$ cat config.mk
export PLATFORM = sky130hd
export DESIGN_NAME = neighbor_link_ctx
export DESIGN_NICKNAME = d
export VERILOG_FILES = /design/src/rtl/neighbor_link_ctx_pkg.sv /design/src/rtl/link_ctx_slot.sv /design/src/rtl/neighbor_link_ctx.sv
export SDC_FILE = /design/constraint.sdc
export NUM_CORES = 1
export LEC_CHECK = 0
export BUFFER_PORTS_ARGS = -buffer_cell sky130_fd_sc_hd__buf_2
export CORE_ASPECT_RATIO = 0.8
export CORE_MARGIN = 8
export CORE_UTILIZATION = 48
export DETAILED_ROUTE_END_ITERATION = 16
export PLACE_DENSITY = 0.78
export SYNTH_ARGS = -nofsm -noshare
export SYNTH_HDL_FRONTEND = slang
export SYNTH_SLANG_ARGS = --single-unit
$ cat constraint.sdc
create_clock -name clk -period 3.4 [get_ports clk]
set_input_delay 0.34 -clock clk [delete_from_list [all_inputs] [get_ports clk]]
set_output_delay 0.34 -clock clk [all_outputs]
set_load 0.1 [all_outputs]
$ cat src/rtl/neighbor_link_ctx_pkg.sv
// Shared types and constants for the multi-context neighbor link.
// Stage encodings match the Helios controller.
package neighbor_link_ctx_pkg;

  localparam int STAGE_WIDTH = 3;

  localparam logic [STAGE_WIDTH-1:0] STAGE_IDLE                = 3'd0;
  localparam logic [STAGE_WIDTH-1:0] STAGE_PARAMETERS_LOADING  = 3'd1;
  localparam logic [STAGE_WIDTH-1:0] STAGE_MEASUREMENT_LOADING = 3'd2;
  localparam logic [STAGE_WIDTH-1:0] STAGE_GROW                = 3'd3;
  localparam logic [STAGE_WIDTH-1:0] STAGE_MERGE               = 3'd4;
  localparam logic [STAGE_WIDTH-1:0] STAGE_PEELING             = 3'd5;
  localparam logic [STAGE_WIDTH-1:0] STAGE_RESULT_VALID        = 3'd6;
  localparam logic [STAGE_WIDTH-1:0] STAGE_ERASURE_LOADING     = 3'd7;

  localparam logic [1:0] BC_NORMAL   = 2'd0;
  localparam logic [1:0] BC_BOUNDARY = 2'd1;
  localparam logic [1:0] BC_NONE     = 2'd2;

  localparam int DEF_ADDRESS_WIDTH = 6;
  localparam int DEF_MAX_WEIGHT    = 2;
  localparam int DEF_NUM_CONTEXTS  = 4;
  localparam int DEF_STEP_WIDTH    = 2;

  localparam int CTX_LBW = $clog2(DEF_MAX_WEIGHT + 1);
  localparam int GROW_WIDTH =
    $clog2(DEF_MAX_WEIGHT + 2 * ((1 << DEF_STEP_WIDTH) - 1) + 1);

  typedef struct packed {
    logic [CTX_LBW-1:0] weight;
    logic [1:0]         bc;
    logic               erased;
    logic [CTX_LBW-1:0] growth;
    logic               is_error;
  } link_ctx_t;

  // Codes 2 and 3 both mean the edge does not exist.
  function automatic logic bc_is_none(input logic [1:0] bc);
    return bc[1];
  endfunction

endpackage

$ cat src/rtl/link_ctx_slot.sv
// One context slot of the neighbor link: parameter storage plus
// the growth and error update, gated by upd_en.
module link_ctx_slot
  import neighbor_link_ctx_pkg::*;
(
  input  logic                      clk,
  input  logic                      reset,
  input  logic [STAGE_WIDTH-1:0]    stage,
  input  logic                      load_en,
  input  logic [CTX_LBW-1:0]        load_weight,
  input  logic [1:0]                load_bc,
  input  logic                      erase_en,
  input  logic                      erase_val,
  input  logic                      upd_en,
  input  logic [DEF_STEP_WIDTH-1:0] a_increase,
  input  logic [DEF_STEP_WIDTH-1:0] b_increase,
  input  logic                      a_is_error_in,
  input  logic                      b_is_error_in,
  input  logic                      is_error_systolic_in,
  output link_ctx_t                 ctx
);

  logic [GROW_WIDTH-1:0] step;
  logic [GROW_WIDTH-1:0] sum;
  logic [CTX_LBW-1:0]    grown;
  logic                  peel_err;
  logic [CTX_LBW-1:0]    growth_next;
  logic                  err_next;

  // Sum is wide enough for the largest growth plus both steps.
  always_comb begin
    step = GROW_WIDTH'(a_increase);
    if (ctx.bc == BC_NORMAL)
      step = step + GROW_WIDTH'(b_increase);
    sum = GROW_WIDTH'(ctx.growth) + step;
    if (bc_is_none(ctx.bc))
      grown = '0;
    else if (ctx.erased)
      grown = ctx.weight;
    else if (sum > GROW_WIDTH'(ctx.weight))
      grown = ctx.weight;
    else
      grown = sum[CTX_LBW-1:0];
  end

  always_comb begin
    if (bc_is_none(ctx.bc))
      peel_err = 1'b0;
    else if (ctx.bc == BC_BOUNDARY)
      peel_err = a_is_error_in;
    else
      peel_err = a_is_error_in | b_is_error_in;
  end

  always_comb begin
    growth_next = ctx.growth;
    err_next    = ctx.is_error;
    unique case (1'b1)
      stage == STAGE_MEASUREMENT_LOADING: begin
        growth_next = '0;
        err_next    = 1'b0;
      end
      stage == STAGE_ERASURE_LOADING: begin
        err_next = 1'b0;
      end
      stage == STAGE_PARAMETERS_LOADING: begin
        err_next = peel_err;
      end
      stage == STAGE_RESULT_VALID: begin
        growth_next = grown;
        err_next    = is_error_systolic_in;
      end
      default: begin
        growth_next = grown;
        err_next    = peel_err;
      end
    endcase
  end

  always_ff @(posedge clk) begin
    if (reset) begin
      ctx <= '0;
    end else begin
      if (load_en) begin
        ctx.weight <= load_weight;
        ctx.bc     <= load_bc;
      end
      if (erase_en)
        ctx.erased <= erase_val;
      if (upd_en) begin
        ctx.growth   <= growth_next;
        ctx.is_error <= err_next;
      end
    end
  end

endmodule

$ cat src/rtl/neighbor_link_ctx.sv
// Multi-context neighbor link between processing units A and B.
// Holds one slot per context; outputs read the active slot.
module neighbor_link_ctx
  import neighbor_link_ctx_pkg::*;
#(
  parameter  int ADDRESS_WIDTH     = DEF_ADDRESS_WIDTH,
  parameter  int MAX_WEIGHT        = DEF_MAX_WEIGHT,
  parameter  int NUM_CONTEXTS      = DEF_NUM_CONTEXTS,
  parameter  int STEP_WIDTH        = DEF_STEP_WIDTH,
  localparam int LINK_BIT_WIDTH    = $clog2(MAX_WEIGHT + 1),
  localparam int CTX_WIDTH         = $clog2(NUM_CONTEXTS),
  localparam int EXPOSED_DATA_SIZE = ADDRESS_WIDTH + 7
) (
  input  logic                         clk,
  input  logic                         reset,
  input  logic [STAGE_WIDTH-1:0]       global_stage,
  input  logic                         context_switch,
  input  logic [CTX_WIDTH-1:0]         context_sel,
  output logic [CTX_WIDTH-1:0]         active_ctx,
  input  logic                         param_valid,
  input  logic [LINK_BIT_WIDTH-1:0]    weight_in,
  input  logic [1:0]                   boundary_condition_in,
  output logic                         param_done,
  input  logic                         erased_valid,
  input  logic                         erased_in,
  input  logic [STEP_WIDTH-1:0]        a_increase,
  input  logic [STEP_WIDTH-1:0]        b_increase,
  output logic                         fully_grown,
  output logic                         is_boundary,
  input  logic [EXPOSED_DATA_SIZE-1:0] a_input_data,
  input  logic [EXPOSED_DATA_SIZE-1:0] b_input_data,
  output logic [EXPOSED_DATA_SIZE-1:0] a_output_data,
  output logic [EXPOSED_DATA_SIZE-1:0] b_output_data,
  input  logic                         a_is_error_in,
  input  logic                         b_is_error_in,
  input  logic                         is_error_systolic_in,
  output logic                         is_error,
  output logic [LINK_BIT_WIDTH-1:0]    weight_out,
  output logic [1:0]                   boundary_condition_out,
  output logic                         erased_out
);

  localparam logic [CTX_WIDTH-1:0] LAST_CTX = CTX_WIDTH'(NUM_CONTEXTS - 1);

  logic [STAGE_WIDTH-1:0] prev_stage;
  logic [CTX_WIDTH-1:0]   load_ptr;
  logic [CTX_WIDTH-1:0]   eff_ptr;
  logic                   entering;
  logic                   param_wr;
  logic                   erase_wr;
  link_ctx_t              slots [NUM_CONTEXTS];
  link_ctx_t              cur;

  assign entering = (global_stage == STAGE_PARAMETERS_LOADING) &&
                    (prev_stage != STAGE_PARAMETERS_LOADING);
  // A write in the entry cycle already lands in slot 0.
  assign eff_ptr  = entering ? '0 : load_ptr;
  assign param_wr = param_valid &&
                    (global_stage == STAGE_PARAMETERS_LOADING);
  assign erase_wr = erased_valid &&
                    (global_stage == STAGE_ERASURE_LOADING);

  always_ff @(posedge clk) begin
    if (reset) begin
      prev_stage <= STAGE_IDLE;
      load_ptr   <= '0;
      param_done <= 1'b0;
      active_ctx <= '0;
    end else begin
      prev_stage <= global_stage;
      if (context_switch)
        active_ctx <= context_sel;
      if (param_wr)
        load_ptr <= eff_ptr + CTX_WIDTH'(1);
      else if (entering)
        load_ptr <= '0;
      if (entering)
        param_done <= param_wr && (eff_ptr == LAST_CTX);
      else if (param_wr && (eff_ptr == LAST_CTX))
        param_done <= 1'b1;
    end
  end

  for (genvar i = 0; i < NUM_CONTEXTS; i++) begin : g_slot
    link_ctx_slot u_slot (
      .clk                  (clk),
      .reset                (reset),
      .stage                (global_stage),
      .load_en              (param_wr && (eff_ptr == CTX_WIDTH'(i))),
      .load_weight          (weight_in),
      .load_bc              (boundary_condition_in),
      .erase_en             (erase_wr && (context_sel == CTX_WIDTH'(i))),
      .erase_val            (erased_in),
      .upd_en               (!context_switch &&
                             (active_ctx == CTX_WIDTH'(i))),
      .a_increase           (a_increase),
      .b_increase           (b_increase),
      .a_is_error_in        (a_is_error_in),
      .b_is_error_in        (b_is_error_in),
      .is_error_systolic_in (is_error_systolic_in),
      .ctx                  (slots[i])
    );
  end

  assign cur = slots[active_ctx];

  assign weight_out             = cur.weight;
  assign boundary_condition_out = cur.bc;
  assign erased_out             = cur.erased;
  assign is_error               = cur.is_error;
  assign fully_grown            = cur.growth >= cur.weight;
  assign is_boundary            = (cur.bc == BC_BOUNDARY) && fully_grown;

  assign a_output_data = (cur.bc == BC_NORMAL) ? b_input_data : '0;
  assign b_output_data = (cur.bc == BC_NORMAL) ? a_input_data : '0;

endmodule

======== Word level (Yosys, flattened, before mapping) ========
Cells that the tools add are included.
Widths: inputs -> output; s select.
cells by class
  add/subtract/negate cells ............... 6
  $lt $le $gt $ge ......................... 6
  equality and inequality tests ........... 19
  mux-type cells .......................... 41
  bitwise logic cells ..................... 3
  reductions and logical operators ........ 32
operators by type and width
  kind                 number
  $mux 2               14
  $mux 13              2
  $add 2x4->4          4
  $bmux 8 s2           1
  $eq 2x1->1 const B   8
  $gt 4x2->1           4
  $logic_and 1x1->1    16
  $logic_not 2->1      8
  $mux 4               4
  $mux 8               2
  $pmux 2 s2           4
  $eq 2x2->1 const B   6
  $mux 1               10
  $pmux 1 s2           4
  $reduce_and 2->1     4
  $eq 3x3->1 const B   2
  $reduce_or 2->1      2
  $add 2x2->3          1
  $eq 3x1->1 const B   1
  $eq 3x2->1 const B   1
  $ge 3x3->1 const B   1
  $ne 3x1->1 const B   1
  $not 2->3            1
  $add 2x1->2 const B  1
  5 further kinds      5
storage, ports and cells
  bits in registers ....................... 40
  output and inout bits ................... 37
  word-level logic and storage cells ...... 131

======== Longest topological paths before layout ========
  depth in word-level cells ............... 8
  gate-level depth with buffers ........... 11
  mapped depth without buffers ............ 11

======== Hierarchy ========
From an unflattened synthesis, not the netlist that was laid out.
second synthesis, totals
  cell total of the unflattened synthesis .. 350
  area, all modules ....................... 3,298.2 um^2
modules (own cells, without submodules)
  module             times used  cells each  area each (um^2)  seq. area each (um^2)
  link_ctx_slot      4           63          604.3             160.2
  neighbor_link_ctx  1           98          880.8             160.2

======== Worst setup path after synthesis ========
No wires, ideal clock.
  kind .................................... register to output
  from .................................... register active_ctx[0]
  to ...................................... output is_boundary
  arrival time ............................ 4.066 ns
  slack ................................... -1.006 ns
  cell stages (with the launch flop) ...... 8
  cells stage by stage .................... dfxtp_1 buf_6 clkbuf_1 mux4_2 inv_1 ha_1 a21o_1 and3b_1
on the way
  longest elaborated chain between the ends .. 6
  elaborated cells on any way between the ends .. 7
  classes of those cells .................. order compare: 1; eq/ne: 1; mux: 3; bitwise: 1; reduce/logical: 1
RTL lines
  what                                        RTL line                  RTL
  from (decl)                                 neighbor_link_ctx.sv:19   output logic [CTX_WIDTH-1:0] active_ctx,
  from (signal assigned)                      neighbor_link_ctx.sv:72   active_ctx <= context_sel;
  $not 2->3 (not written as such)             neighbor_link_ctx.sv:105  assign cur = slots[active_ctx];
  $bmux 8 s2                                  neighbor_link_ctx.sv:105
  $mux 8 (not written as such) (2 in series)  neighbor_link_ctx.sv:105
  named net weight_out[1]                     neighbor_link_ctx.sv:38   output logic [LINK_BIT_WIDTH-1:0] weight_out,
  $ge 2x2->1                                  neighbor_link_ctx.sv:111  assign fully_grown = cur.growth >= cur.weight;
  named net fully_grown                       neighbor_link_ctx.sv:28   output logic fully_grown,
  $logic_and 1x1->1                           neighbor_link_ctx.sv:112  assign is_boundary = (cur.bc == BC_BOUNDARY) && fully_grown;
  to (decl)                                   neighbor_link_ctx.sv:29   output logic is_boundary,
The timed path passes the listed nets, and every way through them passes these cells. The select of a mux whose other input is x is not followed.

======== Worst setup path after layout ========
  from .................................... input a_increase[0]
  to ...................................... register g_slot[0].u_slot.ctx[1] in the netlist's numbering
on the way
  longest elaborated chain between the ends .. 8
RTL lines
  what             RTL line                 RTL
  from (decl)      neighbor_link_ctx.sv:26  input logic [STEP_WIDTH-1:0] a_increase,
  $add 2x2->3      link_ctx_slot.sv:34      step = step + GROW_WIDTH'(b_increase);
  $mux 4 (*)       link_ctx_slot.sv:33      if (ctx.bc == BC_NORMAL)
  $add 2x4->4 (*)  link_ctx_slot.sv:35      sum = GROW_WIDTH'(ctx.growth) + step;
  $gt 4x2->1       link_ctx_slot.sv:40      else if (sum > GROW_WIDTH'(ctx.weight))
  $mux 2 (*)       link_ctx_slot.sv:40
  $mux 2 (*)       link_ctx_slot.sv:38      else if (ctx.erased)
  $mux 2 (*)       link_ctx_slot.sv:36      if (bc_is_none(ctx.bc))
  $pmux 2 s2 (*)   link_ctx_slot.sv:58      unique case (1'b1)
  to (decl)        link_ctx_slot.sv:20      output link_ctx_t ctx
Mark *: on every way between the ends. The rest lies on a longest branch, timed or not.
A chain may end at the register's enable or synchronous reset.

==> impl_metrics.json <==
{
  "cts.sinks": 40,
  "worst_pin_slew_ps": 657,
  "cts_resized": 0,
  "layout-area-overhead-vs-synth_pct": 20.7,
  "ant_nets": 0,
  "async_reset_ff_share_pct": 0,
  "crit_chain": "buf_2, ha_1, fa_1, mux2_2, inv_1, fa_1, inv_1, ha_1, a21o_1, a221oi_4, mux2_2, a32o_1",
  "synth.most_common_cell": "dfxtp_1",
  "postPlaceCellArea_sq_um": 3480,
  "slowest_stage": "fa_1",
  "cts.htree.levels": 2,
  "cts_setup_buffers": 0,
  "finalSetupViolations": 0,
  "syn_nets": 409,
  "rsz0062_at_grt": "no",
  "drt_iter0_drc": 218,
  "final-max-slew-violation-count": 0,
  "leakage_nw": 1.57,
  "synth_edf_count": 0,
  "ys_top_cells_by_area": "dfxtp_1 (27%), ha_1 (9.8%), and2_1 (5.7%)",
  "required_ps": 3580,
  "synth_area_per_cell_sq_um": 8.86,
  "fmax_mhz": 308,
  "finalHoldViolCount": 0,
  "synth_seq_area_share_pct": 27.2,
  "critPathMaxFanout": 4,
  "ctsHoldBuffers": 0,
  "hold_path.class": "in2reg",
  "antenna_cells": 0,
  "outcome": "completed",
  "io_pins": 85,
  "yosys_warnings": 0,
  "core.rowCount": 25,
  "hpwl_um": 6480,
  "numPortBuffers": 84,
  "yosys-top-cells-count": "dfxtp_1 (40), inv_1 (38), nand2_1 (32)",
  "fin_nets": 496,
  "ir_worst_vdd_uv": 334,
  "drv_cap": 0,
  "overflow": 0,
  "grt_pass1_vias": 2702,
  "clkSlewWorstSetupHoldPaths_ps": 70,
  "ys.flop_type": "dfxtp_1",
  "insertion_delay_ps": 290,
  "critical_path_class": "in2reg",
  "drc": 0,
  "startpoint_type": "primary input",
  "core_area_sq_um": 5910,
  "final_cell_area_sq_um": 3560,
  "cpPeakStageDelay_ps": 560,
  "grt_pass1_wl_um": 13300,
  "yosysTopAreaCellShare_pct": 27.2,
  "cts_buffers": 5,
  "slew_headroom_pct": 56.2,
  "drt_pass1_iterations": 5,
  "period_minus_slack_ps": 3250,
  "synth_seq_cells": 40,
  "cts-root-buf": "clkbuf_8",
  "p_total_w": 0.00128,
  "netlist.top_cell.by_area": "dfxtp_1",
  "wl_per_cell_um": 15.9,
  "drive_above_1_share_pct": 32.1,
  "initial_utilization_pct": 49.9,
  "finish.utilization_pct": 60.2,
  "vias": 2744,
  "synth.distinct_cells": 41,
  "die_y_um": 86.1,
  "grt_usage_pct": 17.7,
  "gp_congestion": 0.876,
  "die_area_sq_um": 8920,
  "vias_per_cell": 5.48,
  "finalCritPeriodShare_pct": 95.6,
  "die_w_um": 104,
  "crit_path_end_kind": "flop",
  "antenna_found_initial": 0,
  "syn_inst": 333,
  "power.density_nw_per_um2": 360,
  "grt_start_max_net_pins": 38,
  "routed_wirelength_um": 7940,
  "clock_skew_ps": 5.80,
  "arrival_ps": 3430,
  "clock_path_buffers": 2,
  "synth.cell_area_sq_um": 2950,
  "cts_tree": "done"
}
critical path, delay by kind of cell:
kind            cells  cell delay, ps
buf+inv             3             220
fa+ha+maj           4            1620
mux                 2             550
compound gates      3             720
sequential cells by signal, summed over array words and instances, names as in the netlist:
signal	flops
active_ctx	2
g_slot.u_slot.ctx	32
prev_stage	3
load_ptr	2
param_done	1
layer usage:
metal	GRT usage [%]	routed length, um	part of all wire [%]
met4	3.19	44	0.55
met1	23.5	3740	47
met2	28.7	3520	44
met3	4.27	633	8.0
met5	0	0	0
cells by family after synthesis:
kind of cell / share of synthesized area [%]
flip-flops: 27.2
adder cells (fa/ha/maj): 13.2
buffers and inverters: 7.64
XOR/XNOR: 0.594
AO/OA/AOI/OAI: 17.1
AND/OR/NAND/NOR: 20.2
multiplexers: 14.2
worst paths after layout:
check	from	to	slack, ps	cells past startpoint
max reg2reg	g_slot[1].u_slot.ctx[5]	g_slot[1].u_slot.ctx[1]	170	11
min reg2reg	param_done	param_done	480	2
min	weight_in[0]	g_slot[3].u_slot.ctx[6]	340	3
max	a_increase[0]	g_slot[0].u_slot.ctx[1]	150	12
area by class of cell:
type / count / area, sq um
Fill cell: 535 / 2350
Multi-Input combinational cell: 241 / 1940
Tap cell: 81 / 101
Sequential cell: 40 / 803
Clock buffer: 6 / 72.6
Clock inverter: 1 / 5.00
Inverter: 38 / 143
Timing Repair Buffer: 94 / 495
through the flow:
stage | cells | setup TNS, ps | setup WS, ps | hold slack (ps)
2_1_floorplan | 333 | 0 | 66.8 | 446
3_5_place_dp | 494 | -516 | -150 | 480
4_1_cts | 501 | 0 | 104 | 338
3_3_place_gp | 494 | -287 | -97.7 | 441
5_1_grt | 501 | 0 | 48.3 | 347
6_report | 501 | 0 | 149 | 339
placed cells by master (no fill, tap or decap), types with 4 or more instances in the layout:
master,instances
nand3_1,21
a21oi_1,26
inv_1,38
buf_4,10
clkbuf_8,5
nor2_1,22
a211oi_1,4
and2_1,27
mux4_2,7
a21o_1,4
mux2_2,12
dfxtp_1,38
ha_1,23
a32o_1,8
a21bo_2,4
fa_1,5
buf_2,84
a221oi_4,4
nand2_1,32
mux2i_1,10
where the power goes:
part / internal [W] / switching (W)
registers: 0.000478 / 0.0000132
clock network: 0.000140 / 0.000155
logic: 0.000165 / 0.000330
Power figures use the tool's default switching activity.
